$ cat src/rtl/sine_sample_requester_pkg.sv
// ---------------------------------------------------------------------------
// sine_sample_requester_pkg : shared widths and request FSM encoding
// Revision: 1.0
// ---------------------------------------------------------------------------
`default_nettype none

package sine_sample_requester_pkg;
  localparam int SAMPLE_W = 16;
  localparam int STEP_W   = 20;

  typedef enum logic [1:0] {
    ST_IDLE = 2'd0,
    ST_REQ  = 2'd1,
    ST_WAIT = 2'd2
  } req_state_t;
endpackage

`default_nettype wire

$ cat src/rtl/sine_sample_requester_fifo.sv
// ---------------------------------------------------------------------------
// sample_fifo : synchronous FIFO with combinational head and occupancy count
// Revision: 1.0
// ---------------------------------------------------------------------------
`default_nettype none

module sample_fifo #(
  parameter int WIDTH = 16,
  parameter int DEPTH = 4
) (
  input  logic                     clk,
  input  logic                     reset,
  input  logic                     push,
  input  logic [WIDTH-1:0]         push_data,
  input  logic                     pop,
  output logic [WIDTH-1:0]         head,
  output logic                     full,
  output logic                     empty,
  output logic [$clog2(DEPTH):0]   level
);
  localparam int AW = $clog2(DEPTH);

  logic [WIDTH-1:0] mem [DEPTH];
  logic [AW-1:0]    wr_ptr;
  logic [AW-1:0]    rd_ptr;
  logic             do_push;
  logic             do_pop;

  assign full    = (level == (AW+1)'(DEPTH));
  assign empty   = (level == '0);
  assign head    = mem[rd_ptr];
  assign do_push = push && !full;
  assign do_pop  = pop && !empty;

  // Storage is left unreset: a slot is only read after it has been written.
  always_ff @(posedge clk) begin
    if (do_push) begin
      mem[wr_ptr] <= push_data;
    end
  end

  always_ff @(posedge clk) begin
    if (reset) begin
      wr_ptr <= '0;
      rd_ptr <= '0;
      level  <= '0;
    end else begin
      if (do_push) begin
        wr_ptr <= wr_ptr + 1'b1;
      end
      if (do_pop) begin
        rd_ptr <= rd_ptr + 1'b1;
      end
      case ({do_push, do_pop})
        2'b10:   level <= level + 1'b1;
        2'b01:   level <= level - 1'b1;
        default: level <= level;
      endcase
    end
  end
endmodule

`default_nettype wire

$ cat src/rtl/sine_sample_requester.sv
// ---------------------------------------------------------------------------
// sine_sample_requester : requests sine samples, buffers them, serves the codec
// Revision: 1.0
// ---------------------------------------------------------------------------
`default_nettype none

module sine_sample_requester
  import sine_sample_requester_pkg::*;
#(
  parameter int FIFO_DEPTH = 4,
  parameter int TIMEOUT    = 7
) (
  input  logic                          clk,
  input  logic                          reset,
  input  logic                          play,
  input  logic [STEP_W-1:0]             step_size_in,
  output logic                          generate_next,
  output logic [STEP_W-1:0]             step_size,
  input  logic                          sample_ready,
  input  logic [SAMPLE_W-1:0]           sample,
  input  logic                          codec_request,
  output logic [SAMPLE_W-1:0]           codec_sample,
  output logic [$clog2(FIFO_DEPTH):0]   fifo_level,
  output logic                          underrun,
  output logic                          timeout_err
);
  localparam int CNT_W = $clog2(TIMEOUT + 1);

  req_state_t            state;
  req_state_t            state_nxt;
  logic [CNT_W-1:0]      wait_cnt;
  logic [CNT_W-1:0]      wait_cnt_nxt;
  logic                  load_step;
  logic                  push;
  logic [SAMPLE_W-1:0]   push_data;
  logic                  timeout_hit;
  logic                  pop;
  logic                  fifo_full;
  logic                  fifo_empty;
  logic [SAMPLE_W-1:0]   fifo_head;

  assign generate_next = (state == ST_REQ);
  assign pop           = codec_request && !fifo_empty;

  always_comb begin
    state_nxt    = state;
    wait_cnt_nxt = wait_cnt;
    load_step    = 1'b0;
    push         = 1'b0;
    push_data    = '0;
    timeout_hit  = 1'b0;
    case (state)
      ST_IDLE: begin
        if (play && !fifo_full) begin
          state_nxt = ST_REQ;
          load_step = 1'b1;
        end
      end
      ST_REQ: begin
        state_nxt    = ST_WAIT;
        wait_cnt_nxt = '0;
      end
      ST_WAIT: begin
        // A missing answer still yields a (silent) sample so the codec stream keeps its pace.
        if (sample_ready) begin
          push      = 1'b1;
          push_data = sample;
          state_nxt = ST_IDLE;
        end else if (wait_cnt == CNT_W'(TIMEOUT - 1)) begin
          push        = 1'b1;
          timeout_hit = 1'b1;
          state_nxt   = ST_IDLE;
        end else begin
          wait_cnt_nxt = wait_cnt + 1'b1;
        end
      end
      default: state_nxt = ST_IDLE;
    endcase
  end

  always_ff @(posedge clk) begin
    if (reset) begin
      state        <= ST_IDLE;
      wait_cnt     <= '0;
      step_size    <= '0;
      codec_sample <= '0;
      underrun     <= 1'b0;
      timeout_err  <= 1'b0;
    end else begin
      state    <= state_nxt;
      wait_cnt <= wait_cnt_nxt;
      if (load_step) begin
        step_size <= step_size_in;
      end
      if (timeout_hit) begin
        timeout_err <= 1'b1;
      end
      if (codec_request) begin
        if (fifo_empty) begin
          codec_sample <= '0;
          underrun     <= 1'b1;
        end else begin
          codec_sample <= fifo_head;
        end
      end
    end
  end

  sample_fifo #(
    .WIDTH (SAMPLE_W),
    .DEPTH (FIFO_DEPTH)
  ) u_fifo (
    .clk       (clk),
    .reset     (reset),
    .push      (push),
    .push_data (push_data),
    .pop       (pop),
    .head      (fifo_head),
    .full      (fifo_full),
    .empty     (fifo_empty),
    .level     (fifo_level)
  );
endmodule

`default_nettype wire

$ cat config.mk
export PLATFORM = sky130hd
export DESIGN_NAME = sine_sample_requester
export DESIGN_NICKNAME = d
export VERILOG_FILES = /design/src/rtl/sine_sample_requester_pkg.sv /design/src/rtl/sine_sample_requester_fifo.sv /design/src/rtl/sine_sample_requester.sv
export SDC_FILE = /design/constraint.sdc
export NUM_CORES = 1
export LEC_CHECK = 0
export CORE_MARGIN = 2
export CORE_UTILIZATION = 25
export DETAILED_ROUTE_END_ITERATION = 10
export PLACE_DENSITY = 0.58
export SETUP_SLACK_MARGIN = 0.4
export SYNTH_ARGS = -nofsm -noshare
export SYNTH_HDL_FRONTEND = slang
export SYNTH_SLANG_ARGS = --single-unit
$ cat constraint.sdc
create_clock -name clk -period 2.05 [get_ports clk]
set_input_delay 0.3075 -clock clk [delete_from_list [all_inputs] [get_ports clk]]
set_output_delay 0.3075 -clock clk [all_outputs]
set_load 0.02 [all_outputs]
# [After elaboration in Yosys (flattened, before gate mapping)]
# Memory sizes are Yosys's and may differ from the RTL's. A register that Yosys moved wholly into a read port is not among the register bits.
# Index checks and enable logic that the tools add are counted.
[totals] reg_bits=50 mem_bits_rw=64 inputBits=41 out_inout_bits=42 word_cells=60 n_memories=1
[memory_table] memory="u_fifo.mem" depth=4 word_bits=16 rd=1 rd_ports_with_merged_regs=1 write_ports=1 line="sine_sample_requester_fifo.sv:23" rtl="logic [WIDTH-1:0] mem [DEPTH];"
[op_classes] add_sub_neg=5 n_eq_ne=10 muxes=22 reduce_logical=13
[op_table] operator="16-bit two-way mux" n=3
[op_table] operator="3-bit case mux with 2 select lines" n=2
[op_table] operator="2-bit two-way mux" n=5
[op_table] operator="1-bit two-way mux" n=9
[op_table] operator="3-bit by 1-bit adder with 3-bit output, second input constant" n=2
[op_table] operator="3-bit == test, second input constant" n=2
[op_table] operator="3-bit two-way mux" n=2
[op_table] operator="2-bit inequality test, second input constant" n=3
[op_table] operator="2-bit case mux with 3 select lines" n=1
[op_table] operator="2-bit by 1-bit adder with 2-bit output, second input constant" n=2
[op_table] operator="2-bit by 1-bit == test with 1-bit output, second input constant" n=2
[op_table] operator="2-bit == test, second input constant" n=2
[op_table] operator="1-bit logical AND" n=4
[op_table] operator="2-bit AND reduction" n=2
[op_table] operator="2-bit nonzero test" n=2
[op_table] operator="3-bit zero test" n=1
[op_table] operator="3-bit inequality test, second input constant" n=1
[op_table] operator="3-bit AND reduction" n=1
[op_table] operator="3-bit by 1-bit subtractor with 3-bit output, second input constant" n=1
[op_table] operator="1-bit zero test" n=2
[op_table] operator="2-bit zero test" n=1

# [Logic depth before layout (Yosys ltp)]
# Gate-level depths: netlist (run 1).
[logic_depth] depth_word=7 mapped_depth=11 ltp_nobuf=11

# [By module]
# A second synthesis (run 1) with hierarchy kept.
[hier_totals] cells_unflattened=362 hier_area_um2=4719.5
[by_module_without_submodules] mod="sample_fifo" instances=1 cells_per_inst=138 area_each_um2=2821.5
[by_module_without_submodules] mod="sine_sample_requester" instances=1 cells_per_inst=224 area_each_um2=1898.1

# [Least setup slack after synthesis (run 1)]
# Ideal clock, no wire load.
[synth_path] path_kind="flip-flop to flip-flop" from="register u_fifo.level[2]" to="register u_fifo.level[2]" setup_ns=0.070 t_arrival_ns=2.356 required_ns=1.980 setup_slack_ns=-0.376 stages_incl_launch_ff=11 n_path_buf=1 synth_period_minus_slack_ns=2.426 cell_sequence="dfxtp_1 -> or3b_1 -> buf_2 -> and3_4 -> inv_1 -> ha_1 -> inv_1 -> fa_1 -> xor2_1 -> or3_1 -> a21oi_1"
[synth_via] elab_chain_len=6
[synth_lines] element="from (decl)" line="sine_sample_requester_fifo.sv:19" rtl="output logic [$clog2(DEPTH):0] level"
[synth_lines] element="from (signal assigned)" line="sine_sample_requester_fifo.sv:55" rtl="2'b10: level <= level + 1'b1;"
[synth_lines] element="from (signal assigned)" line="sine_sample_requester_fifo.sv:56" rtl="2'b01: level <= level - 1'b1;"
[synth_lines] element="from (signal assigned)" line="sine_sample_requester_fifo.sv:57" rtl="default: level <= level;"
[synth_lines] element="3-bit zero test" line="sine_sample_requester_fifo.sv:30" rtl="assign empty = (level == '0);"
[synth_lines] element="1-bit zero test" line="sine_sample_requester_fifo.sv:33, sine_sample_requester.sv:43"
[synth_lines] element="1-bit logical AND" line="sine_sample_requester.sv:43" rtl="assign pop = codec_request && !fifo_empty;"
[synth_lines] element="1-bit logical AND" line="sine_sample_requester_fifo.sv:33" rtl="assign do_pop = pop && !empty;"
[synth_lines] element="2-bit by 1-bit == test with 1-bit output / 2-bit == test (equally long branches)" line="sine_sample_requester_fifo.sv:54" rtl="case ({do_push, do_pop})"
[synth_lines] element="3-bit case mux with 2 select lines / 2-bit nonzero test (equally long branches)"
# Several ways; a longest one is shown, not always the timed one.
# A chain may end at the register's enable or synchronous reset.

# [Worst setup path in the final report (run 1)]
[layout_path] from="register u_fifo.level[0]" to="register u_fifo.level[2]"
# The elaborated chain is that of the path after synthesis.

==> impl_metrics.env, run 1 <==
export IMPL_required_ns=2.39
export IMPL_ant_nets=0
export IMPL_synth_simple_area_share_pct=8.45
export IMPL_hold_violations=0
export IMPL_r2r_setup_slack_ns=-0.06
export IMPL_synth_cell_types=40
export IMPL_path_class="reg2reg"
export IMPL_power_leakage_nw=2.58
export IMPL_place_area_sq_um=5850
export IMPL_ctsHoldBuffers=0
export IMPL_post_route_drc_count=0
export IMPL_synthesis_area_sq_um=4530
export IMPL_path_clk_slew_ns=0.06
export IMPL_cts_max_level=4
export IMPL_total_power_mw=5.90
export IMPL_p_clk_share_pct=48.3
export IMPL_grt_max_degree=27
export IMPL_whs_endpoint="step_size[18]$_SDFFE_PP0P_"
export IMPL_finalWorstSetupSlack_ns=-0.0557
export IMPL_ios=83
export IMPL_grt_ovfl_total=0
export IMPL_drv_slew=0
export IMPL_synth_nets=383
export IMPL_cap_violations=0
export IMPL_cts_sinks=116
export IMPL_met3_wirelength_um=856
export IMPL_drive_above_1_share_pct=23.6
export IMPL_synth_top_family_by_area="compound AO/OA/AOI/OAI gates"
export IMPL_r2r_end="u_fifo.level[2]$_SDFFE_PP0P_"
export IMPL_worst_setup_path_end_kind="flop"
export IMPL_die_w_um=139
export IMPL_ys_warn_count=0
export IMPL_fin_crit_sh_pct=103
export IMPL_antenna_found_initial=0
export IMPL_wl_met1_um=4450
export IMPL_die_h_um=139
export IMPL_rsz0062_at_grt="yes"
export IMPL_fin_area_sq_um=6570
export IMPL_die_area_sq_um=19200
export IMPL_hold_path_class="in2reg"
export IMPL_diodes=0
export IMPL_skew_ns=0.0176
export IMPL_routed_wl_um=11000
export IMPL_setup_violations=1
export IMPL_grt_util_all_layers_pct=11.7
export IMPL_drt_pass1_iter_count=4
export IMPL_gp_congestion=0.688
export IMPL_max_freq_ghz=0.475
export IMPL_synthMuxAreaShare_pct=8.50
export IMPL_arrival_ns=2.45
export IMPL_ir_drop_uv=615
export IMPL_hold_worst_slack_ns=0.443
export IMPL_outcome="finished, violations left"
export IMPL_synth_compound_area_share_pct=10.5
export IMPL_setup_tns_ns=-0.0557
export IMPL_synthAdderAreaFrac_pct=3.20
export IMPL_fin_util_pct=36.7
export IMPL_dp_hpwl_um=7160
export IMPL_area_growth_pct=44.9
export IMPL_start_util_pct=25.3
export IMPL_grt_pass1_vias=3353
export IMPL_rows=49
export IMPL_ys_seq_elements=116
export IMPL_wl_per_cell_um=15.9
export IMPL_routed_top_layer="met4"
export IMPL_worst_hold_startpoint="step_size_in[18]"
export IMPL_grt_pass1_wl_um=17400
export IMPL_synth_area_per_cell_sq_um=13.7
export IMPL_violations="setup timing"
export IMPL_p_seq_share_pct=42.7
export IMPL_power_density_nw_per_um2=898
export IMPL_rr_worst_depth=9
export IMPL_io_buffers=82
export IMPL_switching_share_pct=23.2
export IMPL_root_buffer="clkbuf_16"
export IMPL_synthCells=331
export IMPL_vias=3114
export IMPL_hold_depth=3
export IMPL_p_int_mw=4.53
export IMPL_core_area_sq_um=17900
export IMPL_crit_fanout=2
export IMPL_synth_seq_area_share_pct=65.4
export IMPL_worst_pin_slew_ns=0.418
export IMPL_fin_crit_ns=2.11
export IMPL_final_cell_mix="edfxtp_1 (64), dfxtp_1 (48), dlygate4sd2_1 (41)"
export IMPL_pwr_share_comb_pct=9.0
export IMPL_synth_xor_area_share_pct=0.773
export IMPL_relSlewSlack_pct=72.1
export IMPL_r2r_start="u_fifo.level[0]$_SDFFE_PP0P_"
export IMPL_clkLatencyLatePin_ns=0.42
export IMPL_critPathLaunchType="flop"
export IMPL_clock_path_buffers=2
export IMPL_cts_tree="yes"
export IMPL_layout_commonest_cell="edfxtp_1"
export IMPL_drt_initial_drc_count=103
export IMPL_numCtsBuffers=17
export IMPL_wl_met2_um=5510
export IMPL_switching_power_mw=1.37
export IMPL_viasPerCell=4.51
export IMPL_final_nets=500
[what timing repair did]
item,4_1_cts,5_1_grt
pin swaps,5,7
gates cloned,0,2
setup buffers,4,3
endpoints found under the setup margin,110,54
gates resized for setup,58,11
[synthesized netlist by cell type]
cell type   n  share of area, %
nand4_1     2              0.28
a221oi_1    1              0.19
nor2b_1     2              0.28
mux4_2     16               7.9
and2_1      5              0.69
ha_1       10               2.8
a21o_1      2              0.33
xor2_1      4              0.77
o31ai_1     2              0.33
fa_1        1              0.44
buf_4       1              0.17
a211oi_1    2              0.33
o21ai_0    21               2.3
a21oi_1    24               2.6
o211a_1     1              0.22
nand3_1    21               2.3
o32ai_1     1              0.19
nand2_1     6              0.50
nor2_1     13               1.1
clkbuf_2    2              0.22
edfxtp_1   64                42
buf_2       4              0.44
o311ai_0    1              0.19
or3b_1      1              0.19
a22o_1     16               3.1
a21boi_0    1              0.17
and3_4      1              0.25
and3_1     16               2.2
inv_1      13               1.1
nor3b_1     1              0.17
or3_1       1              0.14
dfxtp_1    52                23
a31o_2      1              0.19
a31oi_1     2              0.28
nor3_1      1              0.11
buf_1       6              0.50
mux2i_1     1              0.22
clkbuf_1   10              0.83
mux2_4      1              0.33
nand4bb_1   1              0.25
[logic make-up after synthesis]
family	count (synthesis)
buf+inv	36
compound gates	75
flops	116
fa+ha+maj	11
mux	18
simple gates	71
xor+xnor	4
[power by group through the flow]
stage / registers (mW) / logic (mW) / clock network, mW
after global placement: 2.56 / 0.526 / 0
after global routing: 2.53 / 0.581 / 3.01
after floorplan: 2.62 / 0.228 / 0
after CTS: 2.52 / 0.522 / 2.92
after detailed placement: 2.57 / 0.538 / 0
final: 2.52 / 0.528 / 2.85
[through the flow]
step / cells / setup WS, ns
after floorplan: 331 / -0.171
after global placement: 649 / -0.244
after detailed placement: 649 / -0.290
after CTS: 685 / -0.0900
after global routing: 690 / -0.115
final: 690 / -0.0557
[sequential cells by signal, indices dropped and copies added (netlist names), named ones only]
signal         cells
u_fifo.mem        64
wait_cnt           3
step_size         20
u_fifo.rd_ptr      2
underrun           1
u_fifo.wr_ptr      2
u_fifo.level       3
codec_sample      16
state              2
timeout_err        1
[worst max-delay path by stage]
stage | startpoint | to | slack (ns) | depth (start not counted)
final | u_fifo.level[0]$_SDFFE_PP0P_ | u_fifo.level[2]$_SDFFE_PP0P_ | -0.06 | 9
after global routing | u_fifo.level[0]$_SDFFE_PP0P_ | u_fifo.level[2]$_SDFFE_PP0P_ | -0.11 | 9
after CTS | u_fifo.level[0]$_SDFFE_PP0P_ | u_fifo.level[2]$_SDFFE_PP0P_ | -0.09 | 9
after detailed placement | sample_ready | u_fifo.level[2]$_SDFFE_PP0P_ | -0.29 | 10
after global placement | sample_ready | u_fifo.level[2]$_SDFFE_PP0P_ | -0.24 | 10
after floorplan | u_fifo.level[0]$_SDFFE_PP0P_ | u_fifo.level[2]$_SDFFE_PP0P_ | -0.17 | 10
[area by class of cell]
class | instances | area [sq um]
inverter | 13 | 48.8
multi-input combinational | 179 | 1490
clock buffer | 19 | 433
tap | 229 | 287
clock inverter | 13 | 135
sequential | 116 | 2970
fill | 1738 | 11300
timing repair buffer | 121 | 1200
[worst max-delay path, cell delays in order, from the launching register on]
cell	delay, ns
dfxtp_4	0.34
or3b_4	0.38
and3_4	0.19
inv_2	0.06
ha_4	0.13
inv_2	0.03
fa_2	0.32
xor2_1	0.15
or3_1	0.31
a21oi_1	0.12
[metal layers]
layer	vias up	GRT usage [%]
met2	108	19.8
met3	15	5.32
met4	0	5.00
met1	1511	12.8
met5	-	0
li1	1480	-
Power figures use the tool's default switching activity.
==> inputs of run 2 (changes only) <==
Settings changed: CORE_MARGIN 2 to 5.
==> run 2 against run 1 <==
The flow still finishes with violations (setup timing). Largest power group unchanged. Critical endpoint unchanged. Count of clock-buffer cells in the layout up 3. Via count is 0.45% lower. Worst setup slack lost 0.0024 ns. Register-to-register slack is essentially flat. Clock power fell by 1%. First-iteration DRC count fell by 6.8%. Critical path depth stayed put. Critical path type unchanged.
==> impl_metrics.env, run 2 (synthesized netlist as in run 1, its figures left out) <==
export IMPL_numCtsBuffers=17
export IMPL_core_area_sq_um=17900
export IMPL_drive_above_1_share_pct=22.7
export IMPL_largest_register_ffs=64
export IMPL_max_freq_ghz=0.474
export IMPL_cts_tree="yes"
export IMPL_ios=83
export IMPL_viasPerCell=4.51
export IMPL_grt_ovfl_total=0
export IMPL_worst_pin_slew_ns=0.425
export IMPL_fin_crit_ns=2.11
export IMPL_cp_num_buf_inv=2
export IMPL_ir_drop_uv=583
export IMPL_crit_family="simple AND/OR/NAND/NOR gates"
export IMPL_switching_power_mw=1.27
export IMPL_crit_chain="or3b_4 > and3_4 > inv_4 > ha_4 > inv_2 > fa_2 > xor2_1 > or3_1 > a21oi_1"
export IMPL_p_clk_share_pct=48.1
export IMPL_rsz0062_at_grt="yes"
export IMPL_antenna_found_initial=0
export IMPL_wl_per_cell_um=15.4
export IMPL_grt_pass1_wl_um=16800
export IMPL_dp_hpwl_um=7020
export IMPL_reg_top3="u_fifo.mem x64, step_size x20, codec_sample x16"
export IMPL_vias=3100
export IMPL_drt_initial_drc_count=96
export IMPL_arrival_ns=2.44
export IMPL_clock_path_buffers=2
export IMPL_area_growth_pct=45.2
export IMPL_relSlewSlack_pct=71.3
export IMPL_p_int_mw=4.58
export IMPL_finalWorstSetupSlack_ns=-0.0581
export IMPL_crit_cells=9
export IMPL_critical_path_max_stage_delay_ns=0.39
export IMPL_hold_depth=3
export IMPL_rows=49
export IMPL_setup_violations=1
export IMPL_pwr_share_comb_pct=8.8
export IMPL_critPathLaunchType="flop"
export IMPL_drv_slew=0
export IMPL_outcome="finished, violations left"
export IMPL_path_clk_slew_ns=0.05
export IMPL_grt_max_degree=23
export IMPL_hold_violations=0
export IMPL_final_cell_mix="edfxtp_1 (64), dfxtp_1 (47), dlygate4sd2_1 (41)"
export IMPL_required_ns=2.38
export IMPL_cts_max_level=4
export IMPL_grt_util_all_layers_pct=10.6
export IMPL_drt_pass1_iter_count=4
export IMPL_die_area_sq_um=20900
export IMPL_die_w_um=145
export IMPL_gp_congestion=0.714
export IMPL_power_density_nw_per_um2=888
export IMPL_setup_tns_ns=-0.0581
export IMPL_hold_path_class="in2reg"
export IMPL_top_register="u_fifo.mem"
export IMPL_path_class="reg2reg"
export IMPL_cap_violations=0
export IMPL_rr_worst_depth=9
export IMPL_hold_worst_slack_ns=0.460
export IMPL_io_buffers=82
export IMPL_post_route_drc_count=0
export IMPL_skew_ns=0.00968
export IMPL_n_fill_cell=1737
export IMPL_routed_wl_um=10600
export IMPL_layout_commonest_cell="edfxtp_1"
export IMPL_p_seq_share_pct=43.1
export IMPL_grt_pass1_vias=3309
export IMPL_violations="setup timing"
export IMPL_fin_crit_sh_pct=103
export IMPL_cts_sinks=116
export IMPL_crit_fanout=2
export IMPL_diodes=0
export IMPL_total_power_mw=5.85
export IMPL_clkLatencyLatePin_ns=0.41
export IMPL_worst_setup_path_end_kind="flop"
export IMPL_switching_share_pct=21.7
export IMPL_crit_slowest_cell="or3b_4"
export IMPL_start_util_pct=25.3
export IMPL_power_leakage_nw=2.59
export IMPL_final_nets=499
export IMPL_ant_nets=0
export IMPL_root_buffer="clkbuf_16"
export IMPL_die_h_um=145
## run 2: cell count changes in the layout (fill, tap and decap cells not counted), sizes merged
cell,before,now
clkinv,7,5
buf,38,39
inv,14,13
clkbuf,21,22
clkinvlp,3,2
## run 2: final timing paths
| check | endpoint | slack (ns) | startpoint |
|---|---|---|---|
| max reg2reg | u_fifo.level[2]$_SDFFE_PP0P_ | -0.06 | u_fifo.level[0]$_SDFFE_PP0P_ |
| max | u_fifo.level[2]$_SDFFE_PP0P_ | -0.06 | u_fifo.level[0]$_SDFFE_PP0P_ |
| min reg2reg | codec_sample[15]$_SDFFE_PP0P_ | 0.47 | codec_sample[15]$_SDFFE_PP0P_ |
| min | step_size[1]$_SDFFE_PP0P_ | 0.46 | step_size_in[1] |
## run 2: per-stage QoR
step | setup slack, ns | area, sq um | cells | util (%)
finish | -0.0581 | 6580 | 688 | 36.8
global placement | -0.233 | 5860 | 650 | 32.7
global route | -0.123 | 6580 | 688 | 36.8
floorplan | -0.171 | 4560 | 331 | -
detailed placement | -0.312 | 5860 | 650 | 32.7
CTS | -0.0913 | 6560 | 687 | 36.6
## run 2: tightest hold or removal path, cell delays in order
cell	delay (ns)
clkdlybuf4s50_1	0.40
nand3_1	0.06
a21oi_1	0.05
## run 2: cell type report
class | count | area, sq um | share of cell area [%]
Tap cell | 229 | 287 | 4.35
Clock buffer | 22 | 464 | 7.05
Inverter | 13 | 51.3 | 0.779
Timing Repair Buffer | 120 | 1220 | 18.5
Sequential cell | 116 | 2970 | 45.2
Clock inverter | 9 | 105 | 1.60
Multi-Input combinational cell | 179 | 1490 | 22.6
## run 2: layer usage
layer  GRT usage [%]  vias up  part of all wire (%)
met2            17.6      104                    49
met4            4.12        0                   1.1
met5               0        -                     0
met3            4.77       13                   8.3
met1            12.1     1498                    42
li1                -     1485                     -
## run 2: what timing repair did
item | CTS | global route
hold buffers | 0 | 0
pin swaps | 8 | 2
buffers inserted | 2 | 1
endpoints found under the setup margin | 110 | 80
gates cloned | 4 | 0
gates resized for setup | 66 | 8
## run 2: power groups by stage
stage | sequential (mW) | combinational, mW | clock [mW]
after floorplan | 2.62 | 0.228 | 0
after global placement | 2.56 | 0.527 | 0
after detailed placement | 2.57 | 0.533 | 0
after CTS | 2.52 | 0.519 | 2.89
after global routing | 2.53 | 0.563 | 2.99
final | 2.52 | 0.515 | 2.81
==> inputs of run 3 (changes only) <==
Settings changed: PLACE_DENSITY 0.58 to 0.56.
Clock period 2.05 ns to 2.3 ns, I/O delays scaled along.
==> run 3 against run 2 <==
The flow now finishes without violations. Utilization shrank 0.98 points. Non-clock buffer count is 5 lower. Worst hold slack improved by 0.011 ns. Final area is 2.7% lower. Count of clock-buffer cells in the layout unchanged. Maximum frequency decreased by 1.8%. First-iteration DRC count rose by 23%. Power shrank 12%. Flip-flop and latch count stayed put. Critical endpoint unchanged. Largest power group unchanged.
==> impl_metrics.env, run 3 (synthesized netlist as in run 1, its figures left out) <==
export IMPL_grt_max_degree=23
export IMPL_crit_family="simple AND/OR/NAND/NOR gates"
export IMPL_reg_top3="u_fifo.mem x64, step_size x20, codec_sample x16"
export IMPL_fin_crit_ns=2.15
export IMPL_wl_per_cell_um=15.3
export IMPL_post_route_drc_count=0
export IMPL_largest_register_ffs=64
export IMPL_setup_violations=0
export IMPL_rows=49
export IMPL_ctsHoldBuffers=0
export IMPL_drt_pass1_iter_count=4
export IMPL_relSlewSlack_pct=61.6
export IMPL_cts_tree="yes"
export IMPL_critPathLaunchType="flop"
export IMPL_hold_violations=0
export IMPL_grt_util_all_layers_pct=10.4
export IMPL_ir_drop_uv=508
export IMPL_drive_above_1_share_pct=21.1
export IMPL_arrival_ns=2.48
export IMPL_numCtsBuffers=17
export IMPL_antenna_found_initial=0
export IMPL_grt_ovfl_total=0
export IMPL_clkLatencyLatePin_ns=0.41
export IMPL_area_growth_pct=41.4
export IMPL_die_area_sq_um=20900
export IMPL_ios=83
export IMPL_core_area_sq_um=17900
export IMPL_power_density_nw_per_um2=803
export IMPL_grt_pass1_wl_um=16600
export IMPL_cts_sinks=116
export IMPL_vias=3058
export IMPL_crit_chain="or3b_4 > and3_4 > inv_4 > ha_4 > inv_2 > fa_2 > xor2_1 > or3_1 > a21oi_2"
export IMPL_top_register="u_fifo.mem"
export IMPL_cts_max_level=4
export IMPL_start_util_pct=25.3
export IMPL_grt_pass1_vias=3274
export IMPL_drt_initial_drc_count=118
export IMPL_fin_crit_sh_pct=93.3
export IMPL_outcome="finished, final reports clean"
export IMPL_viasPerCell=4.47
export IMPL_dp_hpwl_um=6900
export IMPL_worst_pin_slew_ns=0.574
export IMPL_power_leakage_nw=2.34
export IMPL_rsz0062_at_grt="yes"
export IMPL_io_buffers=82
export IMPL_setup_tns_ns=0
export IMPL_root_buffer="clkbuf_16"
export IMPL_required_ns=2.63
export IMPL_routed_wl_um=10500
export IMPL_drv_slew=0
export IMPL_cp_num_buf_inv=2
export IMPL_worst_setup_path_end_kind="flop"
export IMPL_path_clk_slew_ns=0.05
export IMPL_final_nets=494
export IMPL_path_class="reg2reg"
export IMPL_diodes=0
export IMPL_hold_path_class="reg2reg"
export IMPL_final_cell_mix="clkdlybuf4s50_1 (80), edfxtp_1 (64), dfxtp_1 (48)"
export IMPL_critical_path_max_stage_delay_ns=0.37
export IMPL_layout_commonest_cell="clkdlybuf4s50_1"
export IMPL_clock_path_buffers=2
export IMPL_crit_fanout=2
export IMPL_die_h_um=145
export IMPL_crit_slowest_cell="or3b_4"
export IMPL_total_power_mw=5.14
export IMPL_die_w_um=145
export IMPL_skew_ns=0.0132
export IMPL_cap_violations=0
export IMPL_max_freq_ghz=0.466
export IMPL_ant_nets=0
export IMPL_gp_congestion=0.683
-- run 3: final timing paths --
kind	startpoint	to	slack, ns	cells past startpoint
setup / recovery	u_fifo.level[2]$_SDFFE_PP0P_	u_fifo.level[2]$_SDFFE_PP0P_	0.15	9
hold / removal	underrun$_SDFFE_PP0P_	underrun$_SDFFE_PP0P_	0.47	2
setup reg to reg	u_fifo.level[2]$_SDFFE_PP0P_	u_fifo.level[2]$_SDFFE_PP0P_	0.15	9
hold reg to reg	underrun$_SDFFE_PP0P_	underrun$_SDFFE_PP0P_	0.47	2
-- run 3: routing by layer --
layer / global-route usage, % / part of all wire (%) / up-vias
met5: 0 / 0 / -
met4: 2.65 / 0.50 / 0
met3: 5.09 / 8.3 / 5
met2: 18.4 / 51 / 93
met1: 11.2 / 40 / 1487
li1: - / - / 1473
-- run 3: area by class of cell --
cell class,instances,area [sq um]
Timing Repair Buffer,115,1070
Sequential cell,116,2970
Inverter,13,51.3
Clock buffer,22,485
Clock inverter,10,73.8
Fill cell,1726,11500
Multi-Input combinational cell,179,1470
Tap cell,229,287
-- run 3: what timing repair did --
item                       in CTS  in global routing
buffers inserted                5                  1
pin swaps                       8                  4
setup endpoints to repair       3                  3
resized for setup               7                  4
hold endpoints to repair        0                  0
-- run 3: metrics by stage --
stage	setup slack, ns	area (sq um)	hold slack [ns]	std cells	utilization [%]
floorplan	0.0791	4560	0.451	331	-
global placement	-0.0218	5770	0.462	646	32.3
detailed placement	-0.105	5770	0.462	646	32.3
CTS	0.0629	6380	0.475	683	35.7
global route	0.0746	6410	0.494	684	35.8
finish	0.154	6410	0.471	684	35.8
-- run 3: tightest hold or removal path, delay by kind of cell, from the launching register on --
kind | cells | cell delay [ns]
simple gates | 1 | 0.07
compound gates | 1 | 0.04
flops | 1 | 0.33
-- run 3: power by group --
group / total [mW] / internal, mW / switching [mW]
clock: 2.42 / 1.50 / 0.926
combinational: 0.474 / 0.236 / 0.238
sequential: 2.25 / 2.22 / 0.0228
total: 5.14 / 3.96 / 1.19
